[config.mk]
export PLATFORM = sky130hd
export DESIGN_NAME = c2h_packet_gate
export DESIGN_NICKNAME = d
export VERILOG_FILES = /design/src/rtl/c2h_packet_gate.sv
export SDC_FILE = /design/constraint.sdc
export NUM_CORES = 1
export LEC_CHECK = 0
export CAP_MARGIN = 20
export CELL_PAD_IN_SITES_DETAIL_PLACEMENT = 1
export CELL_PAD_IN_SITES_GLOBAL_PLACEMENT = 1
export CORE_ASPECT_RATIO = 2
export CORE_UTILIZATION = 32
export DETAILED_ROUTE_END_ITERATION = 16
export GPL_ROUTABILITY_DRIVEN = 0
export PLACE_DENSITY = 0.91
export SYNTH_ARGS = -nofsm -noshare
export SYNTH_HDL_FRONTEND = slang
export SYNTH_SLANG_ARGS = --single-unit
[constraint.sdc]
create_clock -name user_clk -period 4.6 [get_ports user_clk]
set_input_delay 1.15 -clock user_clk [delete_from_list [all_inputs] [get_ports user_clk]]
set_output_delay 1.15 -clock user_clk [all_outputs]
set_load 0.02 [all_outputs]
[src/rtl/c2h_packet_gate.sv]
// Gates the user-clock FIFO onto the XDMA C2H stream one fixed-size packet at a time,
// regenerating tlast, inserting an idle gap, and counting packets and framing mismatches.
module c2h_packet_gate #(
    parameter int unsigned DATA_WIDTH = 64,
    parameter int unsigned KEEP_WIDTH = DATA_WIDTH / 8,
    parameter int unsigned PKT_WIDTH  = 11,
    parameter int unsigned WAIT_WIDTH = 4
) (
    input  logic                  user_clk,
    input  logic                  user_rstn,
    input  logic                  dma_ena,
    input  logic                  fifo_prog_full,
    input  logic [DATA_WIDTH-1:0] s_axis_tdata,
    input  logic                  s_axis_tvalid,
    input  logic                  s_axis_tlast,
    output logic                  s_axis_tready,
    output logic [DATA_WIDTH-1:0] m_axis_tdata,
    output logic [KEEP_WIDTH-1:0] m_axis_tkeep,
    output logic                  m_axis_tvalid,
    input  logic                  m_axis_tready,
    output logic                  m_axis_tlast,
    output logic [31:0]           pkt_count,
    output logic [15:0]           frame_err_count,
    output logic [1:0]            state_o
);

    typedef enum logic [1:0] {
        StIdle  = 2'd0,
        StArmed = 2'd1,
        StPass  = 2'd2,
        StGap   = 2'd3
    } state_e;

    state_e                state_q, state_d;
    logic [PKT_WIDTH-1:0]  word_cnt_q, word_cnt_d;
    logic [WAIT_WIDTH-1:0] gap_cnt_q, gap_cnt_d;
    logic [31:0]           pkt_count_q, pkt_count_d;
    logic [15:0]           frame_err_q, frame_err_d;

    logic in_pass;
    logic xfer;
    logic last_word;

    assign in_pass   = (state_q == StPass);
    assign xfer      = in_pass & s_axis_tvalid & m_axis_tready;
    assign last_word = (word_cnt_q == {PKT_WIDTH{1'b1}});

    // Zero-latency datapath: the FIFO is read directly by the XDMA handshake.
    assign m_axis_tdata    = s_axis_tdata;
    assign m_axis_tkeep    = {KEEP_WIDTH{1'b1}};
    assign m_axis_tvalid   = in_pass & s_axis_tvalid;
    assign s_axis_tready   = in_pass & m_axis_tready;
    assign m_axis_tlast    = in_pass & last_word;
    assign pkt_count       = pkt_count_q;
    assign frame_err_count = frame_err_q;
    assign state_o         = state_q;

    always_comb begin
        state_d     = state_q;
        word_cnt_d  = word_cnt_q;
        gap_cnt_d   = gap_cnt_q;
        pkt_count_d = pkt_count_q;
        frame_err_d = frame_err_q;

        case (state_q)
            StIdle: begin
                word_cnt_d = '0;
                gap_cnt_d  = '0;
                if (dma_ena) begin
                    state_d     = StArmed;
                    pkt_count_d = '0;
                    frame_err_d = '0;
                end
            end
            StArmed: begin
                if (!dma_ena) begin
                    state_d = StIdle;
                end else if (fifo_prog_full) begin
                    state_d = StPass;
                end
            end
            StPass: begin
                // dma_ena is ignored here so a packet is never truncated.
                if (xfer) begin
                    word_cnt_d = word_cnt_q + 1'b1;
                    if ((s_axis_tlast != last_word) && (frame_err_q != 16'hFFFF)) begin
                        frame_err_d = frame_err_q + 16'd1;
                    end
                    if (last_word) begin
                        pkt_count_d = pkt_count_q + 32'd1;
                        state_d     = StGap;
                    end
                end
            end
            StGap: begin
                gap_cnt_d = gap_cnt_q + 1'b1;
                if (&gap_cnt_q) begin
                    state_d = dma_ena ? StArmed : StIdle;
                end
            end
            default: state_d = StIdle;
        endcase
    end

    always_ff @(posedge user_clk or negedge user_rstn) begin
        if (!user_rstn) begin
            state_q     <= StIdle;
            word_cnt_q  <= '0;
            gap_cnt_q   <= '0;
            pkt_count_q <= '0;
            frame_err_q <= '0;
        end else begin
            state_q     <= state_d;
            word_cnt_q  <= word_cnt_d;
            gap_cnt_q   <= gap_cnt_d;
            pkt_count_q <= pkt_count_d;
            frame_err_q <= frame_err_d;
        end
    end

endmodule

== After elaboration in Yosys (flattened, before gate mapping) ==
Index checks and enable logic that the tools add are counted.
Storage, ports and cells
  bits in writable memories: 0
  register bits after elaboration: 65
  bits in latches: 0
  ROM bits: 0
  memories: 0
  logic and storage cells: 53
  input port bits: 71
Cells by class
  reduce and logical (&&, ||, !) cells: 9
  shift operators: 0
  $mul: 0
  add/sub/neg operators: 4
  div/mod/pow operators: 0
  magnitude comparators: 0
  bitwise logic cells: 4
  equality and inequality tests: 12
  mux-type cells: 19
Operators by type and width (count)
  two-way mux 32 bit: 3
  one-hot mux 32 bit (2 select lines): 1
  two-way mux 16 bit: 3
  adder 32 x 1 -> 32 bit (second input constant): 1
  one-hot mux 16 bit (2 select lines): 1
  one-hot mux 11 bit (2 select lines): 1
  adder 16 x 1 -> 16 bit (second input constant): 1
  inequality test 16 bit (second input constant): 1
  two-way mux 2 bit: 6
  AND reduction 4 bit: 3
  adder 11 x 1 -> 11 bit (second input constant): 1
  equality test 11 bit (second input constant): 1
  two-way mux 11 bit: 1
  one-hot mux 2 bit (4 select lines): 1
  one-hot mux 4 bit (2 select lines): 1
  inequality test 2 x 1 -> 1 bit (second input constant): 3
  AND reduction 5 bit: 1
  adder 4 x 1 -> 4 bit (second input constant): 1
  bitwise AND 1 bit: 4
  equality test 2 bit (second input constant): 2
  inequality test 2 bit (second input constant): 2
  nonzero test 2 bit: 2
  inequality test 3 bit (second input constant): 1
  equality test 2 x 1 -> 1 bit (second input constant): 1
  other kinds (5): 5

== Logic depth before layout (Yosys ltp) ==
  depth in word-level cells: 6
  mapped depth: 9

== Worst setup path after synthesis ==
OpenSTA, ideal clock, no wires.
  path kind: reg2out
  from: reg state_q[0] (netlist: state_o[0])
  to: out m_axis_tlast
  arrival time: 1.927 ns
  stages on the path, launching flop included: 6
  required time: 3.450 ns
  path slack: 1.523 ns
  path through: dfrtp_1 -> inv_1 -> ha_1 -> buf_2 -> inv_1 -> nor4_1
Between the ends
  word-level cells in the longest chain between the ends: 2
Ends and longest elaborated chain
  start: declaration: RTL line 34  | state_e state_q, state_d;
  start signal: assignment: RTL line 107  | state_q <= StIdle;
  start signal: assignment: RTL line 113  | state_q <= state_d;
  equality test 2 bit: RTL line 44  | assign in_pass = (state_q == StPass);
  bitwise AND 1 bit: RTL line 53  | assign m_axis_tlast = in_pass & last_word;
  end: declaration: RTL line 21  | output logic m_axis_tlast,
Every way passes these cells.

== Worst setup path after layout ==
Ends and elaborated chain as after synthesis.

==> summary.md <==
| Metric | Value |
|---|---|
| Placed insts | around 620 |
| Worst reg-to-reg setup slack | 1.50 ns |
| Core Box Area | 13,000 sq um |
| Max frequency | between 0.2 and 0.3 GHz |
| CTS Hold Buffers Added | 0 |
| Crit end category | primary output |
| Die Span Y | between 150 and 200 microns |
| Worst hold path type | reg2reg |
| PortBufs | just under 60 |
| Total wire length | between 10,000 and 15,000 microns |
| Setup bufs post-CTS | 0 |
| Wire per inst | between 15 and 20 microns |
| Largest net degree at the start of global routing | 40 |
| Final Max Slew Viols | 0 |
| CTS tree | built |
| Global-route wire length before repair | 19,400 microns |
| CP Data Required Time | 3.45 ns |
| Top sig layer | met4 |
| Final Cycle Share | 0.826 |
| HP Start | gap_cnt_q[1]$_DFFE_PN0P_ |
| Synth unique cells | 56 |
| Cell chosen for the clock root | clkbuf_16 |
| First-pass DRT Iterations | 4 |
| R2R Path End | pkt_count[23]$_DFFE_PN0P_ |
| Status | finished clean |
| Starting Density | 0.328 |
| RR Startpoint | state_o[0]$_DFFE_PN0P_ |
| FF+latch count, synth | 65 |
| CTS Buf Count | 9 |
| Slew Limit Headroom | 0.447 |
| Yosys warning count | 0 |
| Most frequent cells in the layout | dfrtp_1 (65), clkdlybuf4s50_1 (58), nand2_1 (48), nor2_1 (35), nand3_1 (28) |
| Setup CP Type | reg2out |
| # H-tree levels | 3 |
| Hold Crit Endpoint | gap_cnt_q[1]$_DFFE_PN0P_ |
| Die width | 83.6 microns |
| Total grt overflow | 0 |
| I/O pin count | roughly 200 |
| Most common cell after layout, fill and taps aside | dfrtp_1 |
| Top FF cell, synth | dfrtp_1 |
| Filler cells | roughly 1,500 |
| Worst r2r path cells | 8 |
| Final setup viols | 0 |
| Met3 wire length | approximately 650 microns |
| Pwr Total | ~1.5 mW |
| LEAKAGE | 2.01 nW |
| Gate Count Post-Synth | approximately 480 |
| Detailed Place HPWL | between 8000 and 9000 microns |
| PostCTS Resize Cnt | 0 |
| Metal1 wirelength | between 4000 and 5000 microns |
| Avg Inst Size Synth | 8.86 sq um |
| Met2 Wirelength | between 6000 and 7000 microns |
| Final Non-Filler Cells | ~630 |
| DIE AREA | 13,800 sq um |
| Fraction of layout cells with a size suffix above 1 | 0.0772 |
| Reg clk slew, reported paths | roughly 0.05 ns |
| Routed vias/inst | between 5 and 6 |
| Clock Sinks | 65 |
| Post-synth EDFFs | 0 |
| Number of global-route vias before repair | 3,924 |
| N_diodes | 0 |
| Antenna Nets Post-Route | 0 |
| Final net count | between 500 and 600 |
| Hold Vio Cnt, Final | 0 |
| Pwr Density | 321 nW/um^2 |
| Residual DRC | 0 |
| Initial antenna violation count | 0 |
| Area delta synth->final | 11.7% |
| RSZ-0062 raised after global routing | no |
| Mapped Area | 4260 sq um |
| Critical path fanouts, max | 6 |
| CTS max path bufs | 2 |
| Type of origin of the critical path | flip-flop |
| Vias | 3,591 |
| Min cycle time layout | between 3 and 4 ns |
| Worst-Skew Late Latency | around 0.33 ns |
| Peak VDD IR | about 260 uV |
| Ys async rst share | 1.00 |
| Sequential element share of the synthesized area | 0.382 |
| Worst hold stages | 2 |
| CP arrival | about 2.7 ns |
| Total global-route track usage | 0.179 |
| Slew of the pin with the lowest slew margin | between 0.8 and 0.9 ns |
| Worst Skew | 0.00673 ns |
| Setup tns final | 0 ns |
| Max Cap Viol | 0 |
| Row Count | 59 |
| Initial DRC count | 75 |
[worst max path at each step]
stage	from	endpoint	slack, ns	depth (start not counted)
after floorplan	state_o[0]$_DFFE_PN0P_	m_axis_tlast	1.52	5
after global placement	s_axis_tvalid	m_axis_tvalid	0.99	3
after detailed placement	dma_ena	pkt_count[27]$_DFFE_PN0P_	0.94	6
after CTS	state_o[0]$_DFFE_PN0P_	m_axis_tlast	0.78	5
after global routing	state_o[0]$_DFFE_PN0P_	m_axis_tlast	0.68	5
final	state_o[0]$_DFFE_PN0P_	m_axis_tlast	0.80	5
[report_power, final]
group	internal [mW]	leakage, nW	switching, mW	total (mW)
clock network	0.374	0.128	0.240	0.614
logic	0.101	1.04	0.133	0.234
registers	0.613	0.841	0.0646	0.678
total	1.09	2.01	0.437	1.53
[metal layers]
layer  global-route usage  vias up
met4                0.143        0
met3               0.0368       82
met5                    0        -
met2                0.339      151
li1                     -     1616
met1                0.162     1742
[worst max-delay path, cell delays in order, from the launching register on]
cell,delay [ns]
dfrtp_1,0.43
inv_1,0.13
ha_1,0.18
inv_1,0.09
nor4_1,0.73
clkdlybuf4s50_1,0.76
[cells in the mapped netlist, types with 5 or more instances]
master,instances,share of area
a211o_1,6,0.012
a21o_1,5,0.0088
a21oi_1,18,0.021
and3_1,12,0.018
and4_1,6,0.012
buf_4,72,0.13
clkbuf_1,11,0.0097
dfrtp_1,65,0.38
ha_1,9,0.026
inv_1,12,0.011
nand2_1,48,0.042
nand3_1,28,0.033
nand4_1,20,0.029
nor2_1,36,0.032
nor3_1,7,0.0082
o21ai_0,13,0.015
o21ai_1,5,0.0059
or3_1,15,0.022
xnor2_1,6,0.012
xor2_1,15,0.031
[layout make-up]
class                   count  area, sq um  share of cell area
clock buffers              12          246              0.0518
clock inverters             3         17.5             0.00368
inverters                  12         45.0             0.00946
multi-input cells         324         2020               0.424
repair buffers             63          616               0.129
flip-flops and latches     65         1630               0.342
well taps                 152          190              0.0400
[cells by family (layout without fill, tap and decap cells)]
group / after synthesis / after routing / share of synthesized area
XOR/XNOR: 21 / 21 / 0.0432
adder cells (fa/ha/maj): 9 / 9 / 0.0264
flip-flops: 65 / 65 / 0.382
multiplexers: 7 / 7 / 0.0173
buffers and inverters: 99 / 90 / 0.151
AO/OA/AOI/OAI: 76 / 76 / 0.123
AND/OR/NAND/NOR: 203 / 203 / 0.256
other: 1 / 8 / 0.000880
[sequential cells by signal, indices dropped and copies added, names as in the netlist, named ones only]
signal,flops
word_cnt_q,11
state_o,1
pkt_count,32
gap_cnt_q,4
frame_err_count,16
[through the flow]
step	utilization	worst slack, ns	area [sq um]	hold WS [ns]
4_1_cts	0.366	0.783	4760	0.513
3_5_place_dp	0.346	0.944	4500	0.502
2_1_floorplan	-	1.52	4290	0.476
6_report	0.366	0.800	4760	0.510
5_1_grt	0.366	0.679	4760	0.587
3_3_place_gp	0.346	0.991	4500	0.501
Power figures use the tool's default switching activity.
